### src/rtl/core_seq_pkg.sv
// Sequencer states and constants for the multi-cycle RV32 control FSM.
package core_seq_pkg;

  localparam int unsigned INSN_BYTES = 4;
  localparam logic [31:0] NOP_INSN   = 32'h0000_0013;

  typedef enum logic [2:0] {
    FETCH     = 3'd0,
    DECODE    = 3'd1,
    EXECUTE   = 3'd2,
    MEMORY    = 3'd3,
    WRITEBACK = 3'd4,
    TRAP      = 3'd5
  } seq_state_t;

endpackage

### src/rtl/type_pkg.sv
// Shared scalar types for the RV32 core datapath.
package type_pkg;

  localparam int unsigned XLEN = 32;

  typedef logic [XLEN-1:0] addr_t;
  typedef logic [XLEN-1:0] data_t;

endpackage

### src/rtl/next_pc_sel.sv
// Combinational next-PC select (jump / taken branch / sequential) with
// alignment check or alignment forcing, depending on TRAP_MISALIGN.
module next_pc_sel
  import type_pkg::*;
  import core_seq_pkg::*;
#(
  parameter bit TRAP_MISALIGN = 1'b1
) (
  input  addr_t pc,
  input  data_t alu_out,
  input  addr_t branch_target,
  input  logic  is_jump,
  input  logic  is_branch,
  input  logic  branch_taken,
  output addr_t next_pc_c,
  output logic  misaligned_c
);

  addr_t raw;

  always_comb begin
    raw          = pc + 32'(INSN_BYTES);
    next_pc_c    = raw;
    misaligned_c = 1'b0;
    if (is_jump) begin
      raw = alu_out & ~32'h0000_0001;
    end else if (is_branch && branch_taken) begin
      raw = branch_target;
    end
    // Either flag a misaligned target for the trap path or silently word-align it.
    if (TRAP_MISALIGN) begin
      next_pc_c    = raw;
      misaligned_c = |raw[1:0];
    end else begin
      next_pc_c    = {raw[31:2], 2'b00};
    end
  end

endmodule

### src/rtl/core_sequencer.sv
// Multi-cycle RV32 control FSM: owns PC/IR, runs imem/dmem handshakes,
// pulses the register-file write strobe and counts retired instructions.
module core_sequencer
  import type_pkg::*;
  import core_seq_pkg::*;
#(
  parameter addr_t RESET_PC      = 32'h0000_0000,
  parameter bit    TRAP_MISALIGN = 1'b1
) (
  input  logic        clk,
  input  logic        rst,
  output logic        imem_req,
  output addr_t       imem_addr,
  input  logic        imem_ack,
  input  data_t       imem_rdata,
  output data_t       ir,
  input  logic        dec_is_load,
  input  logic        dec_is_store,
  input  logic        dec_is_branch,
  input  logic        dec_is_jump,
  input  logic        dec_rd_we,
  input  logic        dec_illegal,
  input  logic        branch_taken,
  input  addr_t       branch_target,
  input  data_t       alu_out,
  output addr_t       pc,
  output logic        dmem_req,
  output logic        dmem_we,
  input  logic        dmem_ack,
  output logic        rf_we,
  output logic [31:0] instret,
  output logic        halted
);

  seq_state_t state, state_next;
  addr_t      next_pc_c;
  logic       misaligned_c;

  next_pc_sel #(
    .TRAP_MISALIGN(TRAP_MISALIGN)
  ) u_next_pc_sel (
    .pc           (pc),
    .alu_out      (alu_out),
    .branch_target(branch_target),
    .is_jump      (dec_is_jump),
    .is_branch    (dec_is_branch),
    .branch_taken (branch_taken),
    .next_pc_c    (next_pc_c),
    .misaligned_c (misaligned_c)
  );

  assign imem_addr = pc;

  always_ff @(posedge clk or posedge rst) begin
    if (rst) state <= FETCH;
    else     state <= state_next;
  end

  // Next-state and handshake strobes; strobes are masked by rst so they drop immediately.
  always_comb begin
    state_next = state;
    imem_req   = 1'b0;
    dmem_req   = 1'b0;
    dmem_we    = 1'b0;
    rf_we      = 1'b0;
    case (state)
      FETCH: begin
        imem_req = 1'b1;
        if (imem_ack) state_next = DECODE;
      end
      DECODE:  state_next = EXECUTE;
      EXECUTE: begin
        if (dec_illegal)                      state_next = TRAP;
        else if (dec_is_load || dec_is_store) state_next = MEMORY;
        else                                  state_next = WRITEBACK;
      end
      MEMORY: begin
        dmem_req = 1'b1;
        dmem_we  = dec_is_store;
        if (dmem_ack) state_next = WRITEBACK;
      end
      WRITEBACK: begin
        rf_we      = dec_rd_we & ~dec_is_store;
        state_next = misaligned_c ? TRAP : FETCH;
      end
      TRAP:    state_next = TRAP;
      default: state_next = FETCH;
    endcase
    if (rst) begin
      imem_req = 1'b0;
      dmem_req = 1'b0;
      dmem_we  = 1'b0;
      rf_we    = 1'b0;
    end
  end

  // Architectural registers; a misaligned target leaves pc/instret untouched.
  always_ff @(posedge clk or posedge rst) begin
    if (rst) begin
      pc      <= RESET_PC;
      ir      <= NOP_INSN;
      instret <= 32'd0;
      halted  <= 1'b0;
    end else begin
      if (state == FETCH && imem_ack) ir <= imem_rdata;
      if (state == WRITEBACK && !misaligned_c) begin
        pc      <= next_pc_c;
        instret <= instret + 32'd1;
      end
      if (state_next == TRAP) halted <= 1'b1;
    end
  end

endmodule

### config.mk
export PLATFORM = sky130hd
export DESIGN_NAME = core_sequencer
export DESIGN_NICKNAME = d
export VERILOG_FILES = /design/src/rtl/core_seq_pkg.sv /design/src/rtl/type_pkg.sv /design/src/rtl/next_pc_sel.sv /design/src/rtl/core_sequencer.sv
export SDC_FILE = /design/constraint.sdc
export NUM_CORES = 1
export LEC_CHECK = 0
export ABC_AREA = 1
export CORE_ASPECT_RATIO = 2
export CORE_MARGIN = 5
export CORE_UTILIZATION = 40
export CTS_CLUSTER_DIAMETER = 200
export CTS_CLUSTER_SIZE = 30
export DETAILED_ROUTE_END_ITERATION = 6
export GPL_ROUTABILITY_DRIVEN = 1
export PLACE_DENSITY = 0.76
export SYNTH_ARGS = -nofsm -noshare
export SYNTH_HDL_FRONTEND = slang
export SYNTH_SLANG_ARGS = --single-unit
### constraint.sdc
create_clock -name clk -period 16.4 [get_ports clk]
set_input_delay 4.92 -clock clk [delete_from_list [all_inputs] [get_ports clk]]
set_output_delay 4.92 -clock clk [all_outputs]
set_load 0.01 [all_outputs]
==> Word level (Yosys, flattened, before mapping) <==
Cells that the tools add are included.
{ "word_totals": {"regBits": 100, "in_bits": 107, "out_inout_bits": 133, "wordCells": 38} }
{ "classes": {"add_sub_neg": 2, "n_eq_ne": 6, "mux": 16, "bitwise_logic": 2, "reduce_logical": 7} }
{ "ops": {"columns": ["cell", "count"], "rows": [
  ["$mux 32", 2],
  ["$add 32x1->32 const B", 1],
  ["$add 32x3->32 const B", 1],
  ["$pmux 3 s6", 1],
  ["$mux 3", 5],
  ["$eq 3x3->1 const B", 3],
  ["$mux 1", 8],
  ["$eq 3x2->1 const B", 2],
  ["$eq 3x1->1 const B", 1],
  ["$logic_and 1x1->1", 3],
  ["$logic_not 3->1", 1],
  ["$reduce_or 2->1", 1],
  ["$and 1x1->1", 1],
  ["$logic_not 1->1", 1],
  ["$logic_or 1x1->1", 1],
  ["$not 1->1", 1]
]} }

==> Longest topological paths before layout <==
Gate-level depths: netlist of the first run.
{ "logic_depth": {"depth_word": 7, "mapped_depth": 10, "depth_no_buf": 10} }

==> By module <==
From an unflattened synthesis of the first run, not the netlist that was laid out.
{ "unflattened": {"hier_cells": 886, "hier_area_um2": 6373.6} }
{ "by_module_without_submodules": {"columns": ["mod", "instances", "cells_per_inst", "area_each_um2"], "rows": [
  ["core_sequencer", 1, 522, 4765.8],
  ["next_pc_sel", 1, 364, 1607.8]
]} }

==> Worst setup path before layout of the first run <==
No wires, ideal clock.
{ "synth_timing": {"path_kind": "in2out", "start": "input rst", "end": "output rf_we", "t_arrival_ns": 7.416, "required_time_ns": 11.480, "path_slack_ns": 4.064, "stages": 3, "n_path_buf": 0, "cell_sequence": "inv_1 nand3_1 nor2_1"} }
{ "synth_between": {"elab_chain_len": 1} }
{ "synth_rtl": {"columns": ["item", "line_no", "source"], "rows": [
  ["start: declaration", "core_sequencer.sv:11", "input logic rst,"],
  ["$mux 1", "core_sequencer.sv:89", "if (rst) begin"],
  ["end: declaration", "core_sequencer.sv:30", "output logic rf_we,"]
]} }
Every way passes these cells.

==> Final worst setup path of the first run <==
Ends and elaborated chain as after synthesis.

==> metrics.csv, run 1 <==
stage,metric,value,unit
outcome,run_status,finished clean,
clock_network,cts-resized-gates,0,
min_path,hp-start,ir[0],
drt,viasPerCell,4.94,
power,p_sw,0.549,mW
synth,synth.yosys.warnings,0,
grt,grt_pass1_wl,32900,um
grt,antenna_found_initial,0,
placement,port_buffers,238,
synth,seq_area_frac_synth,39.4,%
clock_network,htree_levels,3,
timing,tightestPinTransition,0.949,ns
power,clockPowerShare,17.8,%
power,ir_drop,0.000114,V
timing,hold_violations,0,
critical_path,r2r_end,instret[13],
power,power_frac_seq,33.7,%
drt,drc,0,
clock_network,clk-insertion-delay-late,0.35,ns
synth,synth_ff_type,dfrtp_1,
timing,maxSlewViolCount,0,
clock_network,numCtsBuffers,9,
clock_network,ctsHoldBuffers,0,
final_layout,antenna_cells_inserted,0,
placement,gp_congestion,0.968,
critical_path,cp_max_fo,31,
synth,ys_seq_elements,100,
power,p_sw_share,39.7,%
timing,min_period,11.47,ns
final_layout,area_growth,40.8,%
clock_network,root_buffer,clkbuf_16,
critical_path,worst_path_max_delay_cell,clkdlybuf4s50_1,
floorplan,die_y,188,um
power,p_comb_share,48.5,%
critical_path,cp_cell_sequence,clkdlybuf4s50_1 -> inv_4 -> nand3_1 -> nor2_1 -> clkdlybuf4s50_1,
timing,setup_violations,0,
placement,hpwl,16400,um
timing,relSlewSlack,36.7,%
drt,first_iter_violations,210,
drt,first_pass_iters,5,
final_layout,design_area,0.00895,mm^2
critical_path,end_kind,primary output,
critical_path,critPathKind,primary input to primary output,
synth,synth_edf_count,0,
grt,grt_pass1_vias,6453,
grt,grt-ovfl-total,0,
timing,grt_setup_unrepaired,false,
power,fin_total_pwr,1.38,mW
critical_path,slowest_delay,0.54,ns
synth,syn_avg_cell_area,6.89,um^2
timing,skew,0.00789,ns
power,internal-power,0.833,mW
timing,fmax,87.2,MHz
synth,syn_inst,922,
floorplan,die_area,0.0187,mm^2
min_path,whs_endpoint,ir[0],
flow_run,maxCapViolCount,0,
grt,grt_max_degree,72,
drt,wl_per_cell,16.0,um
power,powerDensity,154,mW/mm^2
min_path,hold_path_class,register to register,
critical_path,ff2ff_setup_slack,14.42,ns
critical_path,cp.required,11.48,ns
drt,drt_wl_total,21200,um
critical_path,cp-start-kind,primary input,
synth,synthArstFlopShare,100,%
drt,detail-route-antenna-nets,0,
power,p_leak,4.02,nW
floorplan,start_util,40.5,%
final_layout,final_nets,1225,
synth,synth_cell_types,34,
clock_network,cts.path.max_buffers,2,
min_path,whs_path_depth,2,
floorplan,die_w,99.1,um
critical_path,reg2reg_depth,8,
synth,syn-cell-area,0.00635,mm^2
floorplan,fp.coreArea,0.0157,mm^2
timing,setup_tns,0,ns
clock_network,post_cts_buffers,0,
clock_network,tritoncts,done,
timing,post-route-period-util,69.9,%
final_layout,layout-drive-gt1-share,5.89,%
synth,syn-num-nets,1031,
critical_path,cp.arrival,6.55,ns
floorplan,fp-row-count,65,
critical_path,cpMostUsedCell,clkdlybuf4s50_1,
clock_network,clkSinkCount,100,
final_layout,nFillCells,1495,
floorplan,io_pins,240,
drt,num_vias,6527,
grt,track_usage,22.5,%
placement,placed_cell_area,0.00861,mm^2
critical_path,reg2reg_from,imem_addr[1],
clock_network,clk_pin_slew_worst_paths,0.07,ns
==> worst max-delay path, delay by kind of cell <==
kind          cells  cell delay (ns)
simple gates      2             0.23
buf+inv           3             1.40
==> final cells by class <==
type	count	area (um^2)	area share, %
clock buffer	10	239	2.67
clock inverter	5	100	1.12
inverter	60	228	2.54
multi-input combinational	702	3210	35.9
sequential	100	2510	28.0
tap	201	251	2.81
timing repair buffer	243	2410	27.0
==> registers in the layout, indices dropped and copies added, names as in the netlist <==
name / cells
ir: 32
halted: 1
imem_addr: 32
instret: 32
state: 3
==> metal layers <==
| metal | part of all wire, % | track usage (%) | vias up |
|---|---|---|---|
| li1 | - | - | 3254 |
| met4 | 5.4 | 12.2 | 0 |
| met2 | 55 | 42.1 | 224 |
| met1 | 33 | 22.3 | 2986 |
| met5 | 0 | 0 | - |
| met3 | 6.6 | 4.93 | 63 |
==> metrics by stage <==
stage,utilization (%),setup slack [ns],std cells,hold WS (ns)
floorplan,-,4.06,922,0.469
global placement,54.9,4.90,1306,0.451
detailed placement,54.9,4.89,1306,0.454
CTS,57.0,4.89,1321,0.465
global route,57.0,4.78,1321,0.483
finish,57.0,4.93,1321,0.464
==> cell usage in the layout, fill, tap and decap left out, drive strengths merged, types with 3 or more instances in the layout <==
| cell type | instances |
|---|---|
| dfrtp | 97 |
| nand3 | 63 |
| a21oi | 50 |
| dfstp | 3 |
| nand2 | 326 |
| clkdlybuf4s50 | 237 |
| inv | 60 |
| xor2 | 16 |
| a22oi | 3 |
| nand4 | 3 |
| buf | 6 |
| nor2 | 173 |
| bufinv | 3 |
| xnor2 | 11 |
| nor3 | 19 |
| o211ai | 5 |
| o21ai | 23 |
| nand3b | 3 |
| clkbuf | 10 |
==> power groups by stage <==
stage	logic (mW)	clock network [mW]	registers, mW
5_1_grt	0.737	0.260	0.485
3_5_place_dp	0.677	0	0.470
6_report	0.670	0.246	0.466
2_1_floorplan	0.341	0	0.478
3_3_place_gp	0.669	0	0.467
4_1_cts	0.680	0.251	0.468
==> synthesized netlist by cell type (4+ instances only) <==
| cell type | number | area (um^2) |
|---|---|---|
| a21oi_1 | 50 | 250 |
| buf_2 | 5 | 25.0 |
| buf_4 | 36 | 270 |
| buf_6 | 5 | 56.3 |
| clkbuf_1 | 12 | 45.0 |
| dfrtp_1 | 97 | 2430 |
| inv_1 | 57 | 214 |
| nand2_1 | 315 | 1180 |
| nand2_2 | 8 | 50.1 |
| nand3_1 | 59 | 295 |
| nand3_2 | 4 | 40.0 |
| nor2_1 | 155 | 582 |
| nor2_2 | 13 | 81.3 |
| nor2_4 | 5 | 56.3 |
| nor3_1 | 14 | 70.1 |
| nor3_2 | 4 | 40.0 |
| o211ai_1 | 5 | 37.5 |
| o21ai_0 | 22 | 110 |
| xnor2_1 | 11 | 96.3 |
| xor2_1 | 16 | 140 |
==> worst max-delay path by stage <==
| stage | startpoint | to | slack, ns | depth (start not counted) |
|---|---|---|---|---|
| 2_1_floorplan | rst | rf_we | 4.06 | 3 |
| 3_3_place_gp | rst | rf_we | 4.90 | 5 |
| 3_5_place_dp | rst | rf_we | 4.89 | 5 |
| 4_1_cts | rst | rf_we | 4.89 | 5 |
| 5_1_grt | rst | rf_we | 4.78 | 5 |
| 6_report | rst | rf_we | 4.93 | 5 |
==> cells by family (layout without fill, tap and decap cells) <==
| logic type | count (synthesis) | count (layout) | share of synthesized area (%) |
|---|---|---|---|
| fa+ha+maj | 2 | 2 | 0.394 |
| simple gates | 588 | 588 | 39.3 |
| flops | 100 | 100 | 39.4 |
| buf+inv | 120 | 318 | 10.1 |
| xor+xnor | 27 | 27 | 3.72 |
| compound gates | 85 | 85 | 7.13 |
No activity file was read; power rests on OpenSTA's default activity.
==> inputs of run 2 (changes only) <==
==> constraint.sdc (replaced) <==
create_clock -name clk -period 11.7 [get_ports clk]
set_input_delay 3.51 -clock clk [delete_from_list [all_inputs] [get_ports clk]]
set_output_delay 3.51 -clock clk [all_outputs]
set_load 0.01 [all_outputs]
==> metrics.csv, run 2 (synthesis results as in run 1) <==
stage,metric,value,unit
drt,drt_wl_total,21400,um
timing,setup_violations,0,
clock_network,post_cts_buffers,0,
clock_network,root_buffer,clkbuf_16,
power,p_leak,4.01,nW
critical_path,cp-start-kind,primary input,
drt,first_pass_iters,4,
timing,setup_tns,0,ns
timing,fmax,115,MHz
timing,hold_violations,0,
min_path,whs_path_depth,2,
critical_path,cp_cell_sequence,clkdlybuf4s50_1 -> inv_4 -> nand3_1 -> nor2_1 -> clkdlybuf4s50_1,
final_layout,final_nets,1225,
grt,grt-ovfl-total,0,
final_layout,final_cell_mix,"315 x nand2_1, 237 x clkdlybuf4s50_1, 155 x nor2_1",
critical_path,critPathKind,primary input to primary output,
timing,relSlewSlack,35.2,%
clock_network,ctsHoldBuffers,0,
clock_network,clkSinkCount,100,
final_layout,layout-drive-gt1-share,5.98,%
clock_network,tritoncts,done,
clock_network,cts.path.max_buffers,2,
power,powerDensity,213,mW/mm^2
critical_path,cp_max_fo,34,
floorplan,die_w,99.1,um
placement,gp_congestion,0.951,
floorplan,start_util,40.5,%
drt,drc,0,
power,p_sw,0.798,mW
placement,place_inst,1306,
floorplan,die_y,188,um
clock_network,clk-insertion-delay-late,0.35,ns
drt,viasPerCell,4.91,
critical_path,cp.arrival,5.19,ns
clock_network,htree_levels,3,
timing,min_period,8.70,ns
power,p_comb_share,49.5,%
min_path,hp-start,ir[1],
power,ir_drop,0.000121,V
final_layout,regArea,0.00251,mm^2
drt,wl_per_cell,16.2,um
clock_network,cts-resized-gates,0,
outcome,run_status,finished clean,
placement,port_buffers,238,
critical_path,cp.required,8.19,ns
timing,holdWs,0.463,ns
power,clockPowerShare,16.1,%
grt,grt_pass1_vias,6497,
floorplan,fp-row-count,65,
critical_path,ff2ff_setup_slack,9.78,ns
timing,post-route-period-util,74.4,%
final_layout,nFillCells,1512,
final_layout,layout_commonest_cell,nand2_1,
critical_path,worst_path_max_delay_cell,clkdlybuf4s50_1,
critical_path,slowest_delay,0.55,ns
floorplan,io_pins,240,
floorplan,die_area,0.0187,mm^2
final_layout,area_growth,40.3,%
grt,track_usage,22.6,%
floorplan,fp.coreArea,0.0157,mm^2
clock_network,clk_pin_slew_worst_paths,0.08,ns
min_path,hold_path_class,register to register,
power,power_frac_seq,34.4,%
grt,grt_pass1_wl,33400,um
critical_path,end_kind,primary output,
critical_path,reg2reg_from,imem_addr[3],
final_layout,multi_input_area,0.00321,mm^2
timing,tightestPinTransition,0.970,ns
critical_path,reg2reg_depth,9,
power,internal-power,1.11,mW
timing,maxSlewViolCount,0,
grt,antenna_found_initial,0,
critical_path,cpMostUsedCell,clkdlybuf4s50_1,
grt,grt_max_degree,69,
final_layout,stdcell_count,1322,
min_path,whs_endpoint,ir[1],
timing,skew,0.0137,ns
drt,first_iter_violations,244,
drt,detail-route-antenna-nets,0,
clock_network,numCtsBuffers,9,
final_layout,antenna_cells_inserted,0,
placement,hpwl,16400,um
critical_path,r2r_end,imem_addr[20],
power,p_sw_share,41.9,%
timing,grt_setup_unrepaired,false,
flow_run,maxCapViolCount,0,
drt,num_vias,6487,
run 2: cell count changes in the layout (fill, tap and decap cells not counted), sizes merged:
cell | previous run | this run
inv | 60 | 63
bufinv | 3 | 0
clkbuf | 10 | 9
clkinv | 2 | 4
run 2: worst max path at each step:
stage | cells past startpoint | start | slack (ns) | end
after floorplan | 3 | rst | 2.18 | rf_we
after global placement | 5 | rst | 2.98 | rf_we
after detailed placement | 5 | rst | 2.97 | rf_we
after CTS | 5 | rst | 2.96 | rf_we
after global routing | 5 | rst | 2.85 | rf_we
final | 5 | rst | 3.00 | rf_we
run 2: power by group through the flow:
stage | logic [mW] | registers, mW | clock network, mW
detailed placement | 0.951 | 0.658 | 0
finish | 0.942 | 0.654 | 0.307
global route | 1.04 | 0.680 | 0.326
global placement | 0.937 | 0.655 | 0
floorplan | 0.478 | 0.670 | 0
CTS | 0.955 | 0.654 | 0.316
run 2: final cells by class:
cell class / count / area share (%)
clock buffer: 9 / 2.53
clock inverter: 7 / 0.940
inverter: 60 / 2.55
multi-input combinational: 702 / 36.0
sequential: 100 / 28.1
tap: 201 / 2.82
timing repair buffer: 243 / 27.1
run 2: layer usage:
| layer | vias up | global-route usage (%) | part of all wire [%] |
|---|---|---|---|
| met2 | 205 | 42.6 | 55 |
| li1 | 3251 | - | - |
| met3 | 46 | 4.93 | 5.7 |
| met4 | 0 | 11.1 | 4.5 |
| met1 | 2985 | 22.8 | 35 |
| met5 | - | 0 | 0 |
run 2: metrics by stage:
| step | cell area [um^2] | utilization [%] | setup slack [ns] | total power, mW |
|---|---|---|---|---|
| final | 8920 | 56.8 | 3.00 | 1.90 |
| after global routing | 8920 | 56.8 | 2.85 | 2.04 |
| after CTS | 8920 | 56.8 | 2.96 | 1.93 |
| after detailed placement | 8610 | 54.9 | 2.97 | 1.61 |
| after global placement | 8610 | 54.9 | 2.98 | 1.59 |
| after floorplan | 6350 | - | 2.18 | 1.15 |
run 2: critical path, delay by kind of cell:
| kind | cells | cell delay, ns |
|---|---|---|
| buf+inv | 3 | 1.45 |
| simple gates | 2 | 0.23 |
